`src/rtl/uc_pkg.sv`:
```
// Shared encodings for the multi-cycle control unit: FSM states, opcode
// classes (instruction bits [OPW-1:OPW-6]) and datapath mux select codes.
package uc_pkg;

    typedef enum logic [2:0] {
        ST_FETCH    = 3'd0,
        ST_EXEC     = 3'd1,
        ST_WAIT_IN  = 3'd2,
        ST_WAIT_OUT = 3'd3,
        ST_IRQ      = 3'd4
    } state_t;

    // OP_ALU covers 0xxxxx and OP_SW covers 1111xx; see the class helpers below.
    localparam logic [5:0] OP_ALU  = 6'b000000;
    localparam logic [5:0] OP_LDI  = 6'b100000;
    localparam logic [5:0] OP_J    = 6'b100001;
    localparam logic [5:0] OP_JZ   = 6'b100010;
    localparam logic [5:0] OP_JNZ  = 6'b100011;
    localparam logic [5:0] OP_PUSH = 6'b100100;
    localparam logic [5:0] OP_POP  = 6'b100101;
    localparam logic [5:0] OP_IN   = 6'b100110;
    localparam logic [5:0] OP_OUT  = 6'b100111;
    localparam logic [5:0] OP_OUTI = 6'b101000;
    localparam logic [5:0] OP_CALL = 6'b101001;
    localparam logic [5:0] OP_RET  = 6'b101010;
    localparam logic [5:0] OP_RETI = 6'b101011;
    localparam logic [5:0] OP_EI   = 6'b101100;
    localparam logic [5:0] OP_DI   = 6'b101101;
    localparam logic [5:0] OP_LW   = 6'b111000;
    localparam logic [5:0] OP_SW   = 6'b111100;

    localparam logic [1:0] INM_ALU  = 2'b00;
    localparam logic [1:0] INM_IMM  = 2'b01;
    localparam logic [1:0] INM_MEM  = 2'b10;
    localparam logic [1:0] INM_PORT = 2'b11;

    localparam logic [1:0] PCSRC_IMM = 2'b00;
    localparam logic [1:0] PCSRC_STK = 2'b01;
    localparam logic [1:0] PCSRC_VEC = 2'b10;

    function automatic logic is_alu(input logic [5:0] cls);
        return cls[5] == OP_ALU[5];
    endfunction

    function automatic logic is_sw(input logic [5:0] cls);
        return cls[5:2] == OP_SW[5:2];
    endfunction

endpackage

```
`src/rtl/uc_mc_irq_prio.sv`:
```
// Combinational interrupt priority encoder: lowest active request index wins.
module irq_prio #(
    parameter int NIRQ = 4,
    parameter int IW   = (NIRQ > 1) ? $clog2(NIRQ) : 1
) (
    input  logic [NIRQ-1:0] req_i,
    output logic            valid_o,
    output logic [IW-1:0]   idx_o
);

    always_comb begin
        valid_o = |req_i;
        idx_o   = '0;
        // Scan downwards so the lowest set bit is the last (winning) write.
        for (int i = NIRQ - 1; i >= 0; i--) begin
            if (req_i[i]) idx_o = IW'(i);
        end
    end

endmodule

```
`src/rtl/uc_mc.sv`:
```
// Multi-cycle control unit for the 16-bit accumulator/stack CPU: sequences
// fetch/execute, stalls on port handshakes and takes vectored interrupts.
module uc_mc
    import uc_pkg::*;
#(
    parameter int OPW    = 16,
    parameter int NPORTS = 4,
    parameter int NIRQ   = 4,
    parameter int VECW   = 10
) (
    input  logic                      clk,
    input  logic                      reset_n,
    input  logic [OPW-1:0]            opcode,
    input  logic                      z,
    input  logic [NIRQ-1:0]           irq,
    input  logic [NPORTS-1:0]         port_rdy,
    input  logic [NPORTS-1:0]         port_ack,
    output logic                      ir_we,
    output logic                      pc_en,
    output logic                      s_inc,
    output logic [1:0]                s_pcsrc,
    output logic                      we3,
    output logic                      wez,
    output logic                      we4,
    output logic                      push,
    output logic                      pop,
    output logic                      s_pila,
    output logic                      s_out,
    output logic [NPORTS-1:0]         we_out,
    output logic [$clog2(NPORTS)-1:0] s_port,
    output logic [1:0]                s_inm,
    output logic [2:0]                op_alu,
    output logic [VECW-1:0]           irq_vec,
    output logic                      ie,
    output logic                      busy
);

    localparam int PW = $clog2(NPORTS);
    localparam int IW = (NIRQ > 1) ? $clog2(NIRQ) : 1;

    state_t          state_q, state_d;
    logic            ie_q, ie_d;
    logic [PW-1:0]   port_q, port_d;
    logic [PW-1:0]   oidx_q, oidx_d;
    logic            sout_q, sout_d;
    logic [VECW-1:0] vec_q, vec_d;

    logic            irq_valid;
    logic [IW-1:0]   irq_idx;
    logic [5:0]      cls;
    logic            unused_opcode;

    assign cls           = opcode[OPW-1:OPW-6];
    assign unused_opcode = ^opcode;

    irq_prio #(
        .NIRQ (NIRQ),
        .IW   (IW)
    ) u_irq_prio (
        .req_i   (irq),
        .valid_o (irq_valid),
        .idx_o   (irq_idx)
    );

    always_comb begin
        state_d = state_q;
        ie_d    = ie_q;
        port_d  = port_q;
        oidx_d  = oidx_q;
        sout_d  = sout_q;
        vec_d   = vec_q;

        ir_we   = 1'b0;
        pc_en   = 1'b0;
        s_inc   = 1'b1;
        s_pcsrc = PCSRC_IMM;
        we3     = 1'b0;
        wez     = 1'b0;
        we4     = 1'b0;
        push    = 1'b0;
        pop     = 1'b0;
        s_pila  = 1'b0;
        s_out   = 1'b0;
        we_out  = '0;
        s_port  = port_q;
        s_inm   = INM_ALU;
        op_alu  = 3'b000;

        unique case (state_q)
            ST_FETCH: begin
                if (ie_q && irq_valid) begin
                    // Interrupts are masked as soon as one is accepted.
                    state_d           = ST_IRQ;
                    ie_d              = 1'b0;
                    vec_d             = '0;
                    vec_d[IW+1:2]     = irq_idx;
                end else begin
                    // Gated so the instruction latch stays quiet while reset is held.
                    ir_we   = reset_n;
                    state_d = ST_EXEC;
                end
            end

            ST_EXEC: begin
                state_d = ST_FETCH;
                if (is_alu(cls)) begin
                    op_alu = opcode[OPW-2:OPW-4];
                    we3    = 1'b1;
                    wez    = 1'b1;
                    pc_en  = 1'b1;
                end else if (is_sw(cls)) begin
                    we4   = 1'b1;
                    pc_en = 1'b1;
                end else begin
                    case (cls)
                        OP_LDI: begin
                            s_inm = INM_IMM;
                            we3   = 1'b1;
                            pc_en = 1'b1;
                        end
                        OP_J: begin
                            s_inc = 1'b0;
                            pc_en = 1'b1;
                        end
                        OP_JZ: begin
                            s_inc = ~z;
                            pc_en = 1'b1;
                        end
                        OP_JNZ: begin
                            s_inc = z;
                            pc_en = 1'b1;
                        end
                        OP_PUSH: begin
                            push  = 1'b1;
                            pc_en = 1'b1;
                        end
                        OP_POP: begin
                            pop    = 1'b1;
                            s_pila = 1'b1;
                            pc_en  = 1'b1;
                        end
                        OP_LW: begin
                            s_inm = INM_MEM;
                            we3   = 1'b1;
                            pc_en = 1'b1;
                        end
                        OP_IN: begin
                            port_d  = opcode[PW+3:4];
                            s_port  = opcode[PW+3:4];
                            state_d = ST_WAIT_IN;
                        end
                        OP_OUT, OP_OUTI: begin
                            oidx_d  = opcode[PW-1:0];
                            sout_d  = (cls == OP_OUTI);
                            s_out   = (cls == OP_OUTI);
                            state_d = ST_WAIT_OUT;
                        end
                        OP_CALL: begin
                            // PC+1 is on the stack input while PC loads the target.
                            push  = 1'b1;
                            s_inc = 1'b0;
                            pc_en = 1'b1;
                        end
                        OP_RET, OP_RETI: begin
                            pop     = 1'b1;
                            s_inc   = 1'b0;
                            s_pcsrc = PCSRC_STK;
                            pc_en   = 1'b1;
                            if (cls == OP_RETI) ie_d = 1'b1;
                        end
                        OP_EI: begin
                            ie_d  = 1'b1;
                            pc_en = 1'b1;
                        end
                        OP_DI: begin
                            ie_d  = 1'b0;
                            pc_en = 1'b1;
                        end
                        default: pc_en = 1'b1;
                    endcase
                end
            end

            ST_WAIT_IN: begin
                if (port_rdy[port_q]) begin
                    s_inm   = INM_PORT;
                    we3     = 1'b1;
                    pc_en   = 1'b1;
                    state_d = ST_FETCH;
                end
            end

            ST_WAIT_OUT: begin
                s_out          = sout_q;
                we_out[oidx_q] = 1'b1;
                if (port_ack[oidx_q]) begin
                    pc_en   = 1'b1;
                    state_d = ST_FETCH;
                end
            end

            ST_IRQ: begin
                // PC is not advanced before this, so the interrupted address is pushed.
                push    = 1'b1;
                s_inc   = 1'b0;
                s_pcsrc = PCSRC_VEC;
                pc_en   = 1'b1;
                ie_d    = 1'b0;
                state_d = ST_FETCH;
            end

            default: state_d = ST_FETCH;
        endcase
    end

    always_ff @(posedge clk or negedge reset_n) begin
        if (!reset_n) begin
            state_q <= ST_FETCH;
            ie_q    <= 1'b0;
            port_q  <= '0;
            oidx_q  <= '0;
            sout_q  <= 1'b0;
            vec_q   <= '0;
        end else begin
            state_q <= state_d;
            ie_q    <= ie_d;
            port_q  <= port_d;
            oidx_q  <= oidx_d;
            sout_q  <= sout_d;
            vec_q   <= vec_d;
        end
    end

    assign irq_vec = vec_q;
    assign ie      = ie_q;
    assign busy    = (state_q != ST_FETCH);

endmodule

```
`config.mk`:
```
export PLATFORM = sky130hd
export DESIGN_NAME = uc_mc
export DESIGN_NICKNAME = d
export VERILOG_FILES = /design/src/rtl/uc_pkg.sv /design/src/rtl/uc_mc_irq_prio.sv /design/src/rtl/uc_mc.sv
export SDC_FILE = /design/constraint.sdc
export NUM_CORES = 1
export LEC_CHECK = 0
export ABC_CLOCK_PERIOD_IN_PS = 2000
export CAP_MARGIN = 20
export CORE_MARGIN = 2
export CORE_UTILIZATION = 33
export DETAILED_ROUTE_END_ITERATION = 6
export PLACE_DENSITY = 0.73
export SKIP_LAST_GASP = 1
export SLEW_MARGIN = 10
export SYNTH_ARGS = -nofsm -noshare
export SYNTH_HDL_FRONTEND = slang
export SYNTH_SLANG_ARGS = --single-unit
```
`constraint.sdc`:
```
create_clock -name clk -period 2 [get_ports clk]
set_input_delay 0.4 -clock clk [delete_from_list [all_inputs] [get_ports clk]]
set_output_delay 0.4 -clock clk [all_outputs]
set_load 0.05 [all_outputs]
```
-- After elaboration in Yosys (flattened, before gate mapping)
Cells that the tools add are included.
- flip-flop bits (word level): 11
- input bits: 31
- output and inout port bits: 35
- word-level logic and storage cells: 131
- $lt $le $gt $ge: 3
- equality and inequality tests: 27
- muxes and demuxes: 76
- bitwise operators: 2
- reduce and logical (&&, ||, !) cells: 17
- operators by type and width (cell ; count):
    == test 6 bit (second input constant) ; 15
    two-way mux 1 bit ; 41
    two-way mux 2 bit ; 13
    case mux 2 bit (2 select lines) ; 4
    two-way mux 3 bit ; 5
    case mux 3 bit (4 select lines) ; 1
    inequality test 2 bit (second input constant) ; 5
    case mux 1 bit (3 select lines) ; 3
    case mux 1 bit (2 select lines) ; 4
    OR reduction 2 bit ; 4
    OR reduction 4 bit ; 2
    == test 3 x 2 -> 1 bit (second input constant) ; 2
    less-than comparator 2 x 3 -> 1 bit (second input constant) ; 2
    AND reduction 6 bit ; 1
    nonzero test 3 bit ; 2
    OR reduction 3 bit ; 2
    binary-select mux 1 bit (select 2 bit) ; 2
    == test 4 bit (second input constant) ; 1
    two-way mux 4 bit ; 1
    inequality test 4 x 2 -> 1 bit (second input constant) ; 1
    case mux 1 bit (4 select lines) ; 1
    AND reduction 2 bit ; 2
    AND reduction 4 bit ; 1
    == test 3 x 1 -> 1 bit (second input constant) ; 1
    7 further kinds ; 9

-- Depth between registers and ports, before layout
Gate-level depths: netlist of the first run.
- depth after elaboration: 6
- depth in mapped cells: 5

-- Hierarchy
A second synthesis of the first run with hierarchy kept.
- cell total of the unflattened synthesis: 120
- area, all modules: 1022.2 um^2
- modules (own cells, without submodules) (module ; instances ; cells each ; area each (um^2) ; sequential area each (um^2)):
    uc_mc ; 1 ; 113 ; 987.2 ; 275.3
    irq_prio ; 1 ; 7 ; 35.0 ; 0.0

-- Worst setup path after synthesis of the first run
Ideal clock, no wire load.
- kind: register to output
- from: reg state_q[2]
- to: out push
- arrival: 2.590 ns
- data required time: 1.600 ns
- slack: -0.990 ns
- cell stages (with the launch flop): 4
- buffers on the path: 1
- cells stage by stage: dfrtp_1 > or3b_1 > buf_6 > o41ai_1
- longest elaborated chain between the ends: 2
- elaborated cells on any way between the ends: 3
- classes of those cells: eq/ne: 2; mux: 1
- RTL lines (element ; line ; RTL):
    from (decl) ; uc_mc.sv:41 ; state_t state_q, state_d;
    from (signal assigned) ; uc_mc.sv:225 ; state_q <= state_d;
    == test 3 bit / == test 3 x 1 -> 1 bit (equally long branches) ; uc_mc.sv:89 ; unique case (state_q)
    case mux 1 bit (2 select lines) (*) ; uc_mc.sv:89 ;
    to (decl) ; uc_mc.sv:25 ; output logic push,
Mark *: on every way between the ends. The rest lies on a longest branch, timed or not.

-- Worst setup path after layout of the first run
- from: reg state_q[1]
- to: out s_port[0]
- longest elaborated chain between the ends: 2
- RTL lines (element ; line ; RTL):
    == test 3 x 1 -> 1 bit ; uc_mc.sv:89 ;
    two-way mux 2 bit ; uc_mc.sv:89 ;
    to (decl) ; uc_mc.sv:30 ; output logic [$clog2(NPORTS)-1:0] s_port,
No other way between the ends.

==> results by group, run 1 <==
STA
  – Pins Over Slew Limit: 0
  – Final Skew: around 0.0015 ns
  – Slew @ Worst Pin: just over 0.5 ns
  – Max frequency: 449 MHz
  – Final Critical Period: 2.23 ns
  – Final hold violation count: 0
  – Rel. slew slack: 65.9%
  – Setup ws final: -0.226 ns
  – Setup violators final: 17
  – RSZ-0062 raised after global routing: true
  – Tcrit/Tclk final: 111%

Synth
  – Synth Area in Compound Gates: 20.0%
  – Yosys cell types: between 40 and 50
  – Adder-cell share of the synthesized area: 0%
  – Synth Area in XOR/XNOR: less than 1%
  – Avg Cell Area, Syn: 8.08 um2
  – Largest family of logic cells by synthesized area: simple AND/OR/NAND/NOR gates
  – Synth Instances: 130
  – Sequential fraction of the synthesis area: 26.2%
  – Mux cell area share after synthesis: about 8.6%
  – Post-synthesis async set-or-reset flop share: 100%
  – Mapped cell area: roughly 1100 um2
  – Most common flop cell mapped by yosys: dfrtp_1
  – Simple-gate share of the synthesized area: 32.4%
  – Register bit total from synthesis: 11
  – Ys Warns: 0
  – Post-synth EDFFs: 0

Final layout
  – Final Non-Filler Cells: 261
  – # diodes: 0
  – Fillers: 224
  – Layout Nets: 249
  – Final instance area: 2320 um2
  – Most frequent cells in the layout: buf_4 (35), buf_12 (23), dfrtp_1 (11), dlygate4sd2_1 (11), clkdlybuf4s50_1 (10)
  – Share of cells above drive strength 1: a little over half
  – Commonest non-fill, non-tap cell in the layout: buf_4
  – Synth-to-Final Area Change: 121%

Die
  – Core area: 3050 um2
  – Initial Util: 34.4%
  – Io pins: 66
  – Die W: 60.4 um
  – Die area: 3650 um2
  – Die Ht: between 60 and 70 um
  – Rows: 20

Critical path
  – Worst R2R End: oidx_q[0]$_DFFE_PN0P_
  – Worst reg2reg path depth: 7
  – Critical Path End Type: output port
  – Startpoint types: flip-flop
  – Flop-to-flop setup slack: 0.06 ns
  – CP arrival: about 1.8 ns
  – Reg-to-Reg Start: state_q[1]$_DFFE_PN0P_
  – Critical Path RT: 1.60 ns
  – Critical path class: reg -> out
  – Critical-path maximum fanout: 4
  – Crit path from: state_q[1]$_DFFE_PN0P_

Placement
  – # port buffers: 51
  – Placed cell area: approximately 2100 um2
  – DP Wirelength: approximately 2800 um
  – Routability cong.: 0.931
  – Cells after DPL: 248

Routing
  – # DRC: 0
  – Vias: 1353
  – Routed WL: 3800 um
  – Post-DR vias/cell: 5.18
  – Pre-Repair DR Iteration Count: 4
  – Initial drt markers: 34
  – WL per Instance: 14.6 um
  – Routed Antenna Nets: 0

Global route
  – Number of global-route vias before repair: 1360
  – Initial antenna violation count: 0
  – GRT overflow: 0
  – Largest net degree at the start of global routing: 14
  – GRT Total Usage: 20.9%
  – First-pass GRT wire length: between 5000 and 6000 um

Power
  – Maximum VDD drop: approximately 0.70 mV
  – Power Dens Cells: between 900 and 1000 nW/um2
  – Lkg Pwr: 0.00101 uW

CTS
  – Register clock-pin slew on the reported worst setup and hold paths: 0.06 ns
  – Clock root cell: clkbuf_4
  – CTS sink count: 11
  – Max Buffers Root-to-Sink: 2
  – # hold bufs at CTS: 0
  – CTS tree: built
  – H-tree depth: 1
  – Worst skew pair latency: 0.26 ns
  – Number of CTS-inserted buffers: 3

Status
  – Status: finished with violations
  – Failing checks: negative setup slack

Run
  – Max_cap viols: 0

Worst hold path
  – Worst Hold Class: in -> async
kinds of logic after synthesis:
logic type	Yosys count
flip-flops	11
AO/OA/AOI/OAI	29
buffers and inverters	22
XOR/XNOR	1
AND/OR/NAND/NOR	60
other	1
multiplexers	6
critical path, cell delays in order (launching register included):
cell,delay [ns]
dfrtp_1,0.38
or3b_4,0.44
nor2_4,0.14
nand3_4,0.11
mux2_4,0.34
buf_12,0.15
through the flow:
step | total power (uW) | hold slack, ns | setup slack, ns | util [%] | setup TNS, ns
3_3_place_gp | 1830 | 0.463 | -0.400 | 68.8 | -4.12
5_1_grt | 2430 | 0.497 | -0.284 | 76.0 | -3.10
2_1_floorplan | 1220 | 0.104 | -0.335 | - | -0.851
3_5_place_dp | 1860 | 0.480 | -0.395 | 68.8 | -4.35
6_report | 2310 | 0.475 | -0.226 | 76.0 | -1.95
4_1_cts | 2210 | 0.476 | -0.207 | 73.7 | -1.94
power by group:
group,leakage [uW],total (uW),internal (uW),switching [uW]
registers,0.000141,344,288,56.1
logic,0.000857,1820,866,952
clock network,0.0000150,145,77.1,67.9
flip-flops by register name, indices dropped and copies added (netlist names):
name,count
irq_vec,2
oidx_q,2
ie,1
port_q,2
state_q,3
sout_q,1
final cells by class:
class	count	area [um2]	share of cell area, %
tap	44	55.1	2.37
multi-input combinational	104	882	38.0
sequential	11	275	11.9
inverter	6	25.0	1.08
clock buffer	4	26.3	1.13
timing repair buffer	92	1060	45.5
per-layer routing:
| metal | up-vias | global-route usage [%] | part of all wire (%) |
|---|---|---|---|
| met1 | 636 | 23.0 | 36 |
| li1 | 636 | - | - |
| met5 | - | 0 | 0 |
| met2 | 67 | 39.9 | 54 |
| met3 | 14 | 3.41 | 6.2 |
| met4 | 0 | 8.07 | 3.1 |
synthesized netlist by cell type, types with 3 or more instances:
| library cell | number | area (um2) |
|---|---|---|
| nor2_1 | 12 | 45.0 |
| mux2_2 | 4 | 45.0 |
| dfrtp_1 | 11 | 275 |
| nand4_1 | 3 | 18.8 |
| nor2b_1 | 3 | 18.8 |
| o21ai_0 | 5 | 25.0 |
| clkbuf_1 | 5 | 18.8 |
| nand2_1 | 8 | 30.0 |
| nand2b_1 | 6 | 37.5 |
| buf_4 | 8 | 60.1 |
| o41ai_1 | 3 | 26.3 |
| nor3_1 | 6 | 30.0 |
| a21oi_1 | 8 | 40.0 |
| a41oi_1 | 3 | 26.3 |
| and3_1 | 3 | 18.8 |
| nand3_1 | 3 | 15.0 |
| inv_1 | 6 | 22.5 |
worst max path at each step:
stage | end | slack, ns | depth (start not counted)
after floorplan | push | -0.33 | 3
after global placement | s_out | -0.40 | 6
after detailed placement | s_port[0] | -0.40 | 6
after CTS | s_port[0] | -0.21 | 5
after global routing | s_port[0] | -0.28 | 5
final | s_port[0] | -0.23 | 5
timing repair:
action / 4_1_cts / 5_1_grt
resized for setup: 52 / 14
endpoints found under the setup margin: 19 / 22
buffers inserted: 7 / 3
pin swaps: 13 / 7
Note: power is estimated with default switching activity, not from simulation.
==> run 2: changes to the inputs <==
--- a/config.mk
+++ b/config.mk
@@ -9,6 +9,7 @@
 export CAP_MARGIN = 20
 export CORE_MARGIN = 2
 export CORE_UTILIZATION = 33
+export CTS_CLUSTER_DIAMETER = 100
 export DETAILED_ROUTE_END_ITERATION = 6
 export PLACE_DENSITY = 0.73
 export SKIP_LAST_GASP = 1
==> results of run 2 <==
No change in the layout: final DEF, timing and power equal those of run 1.
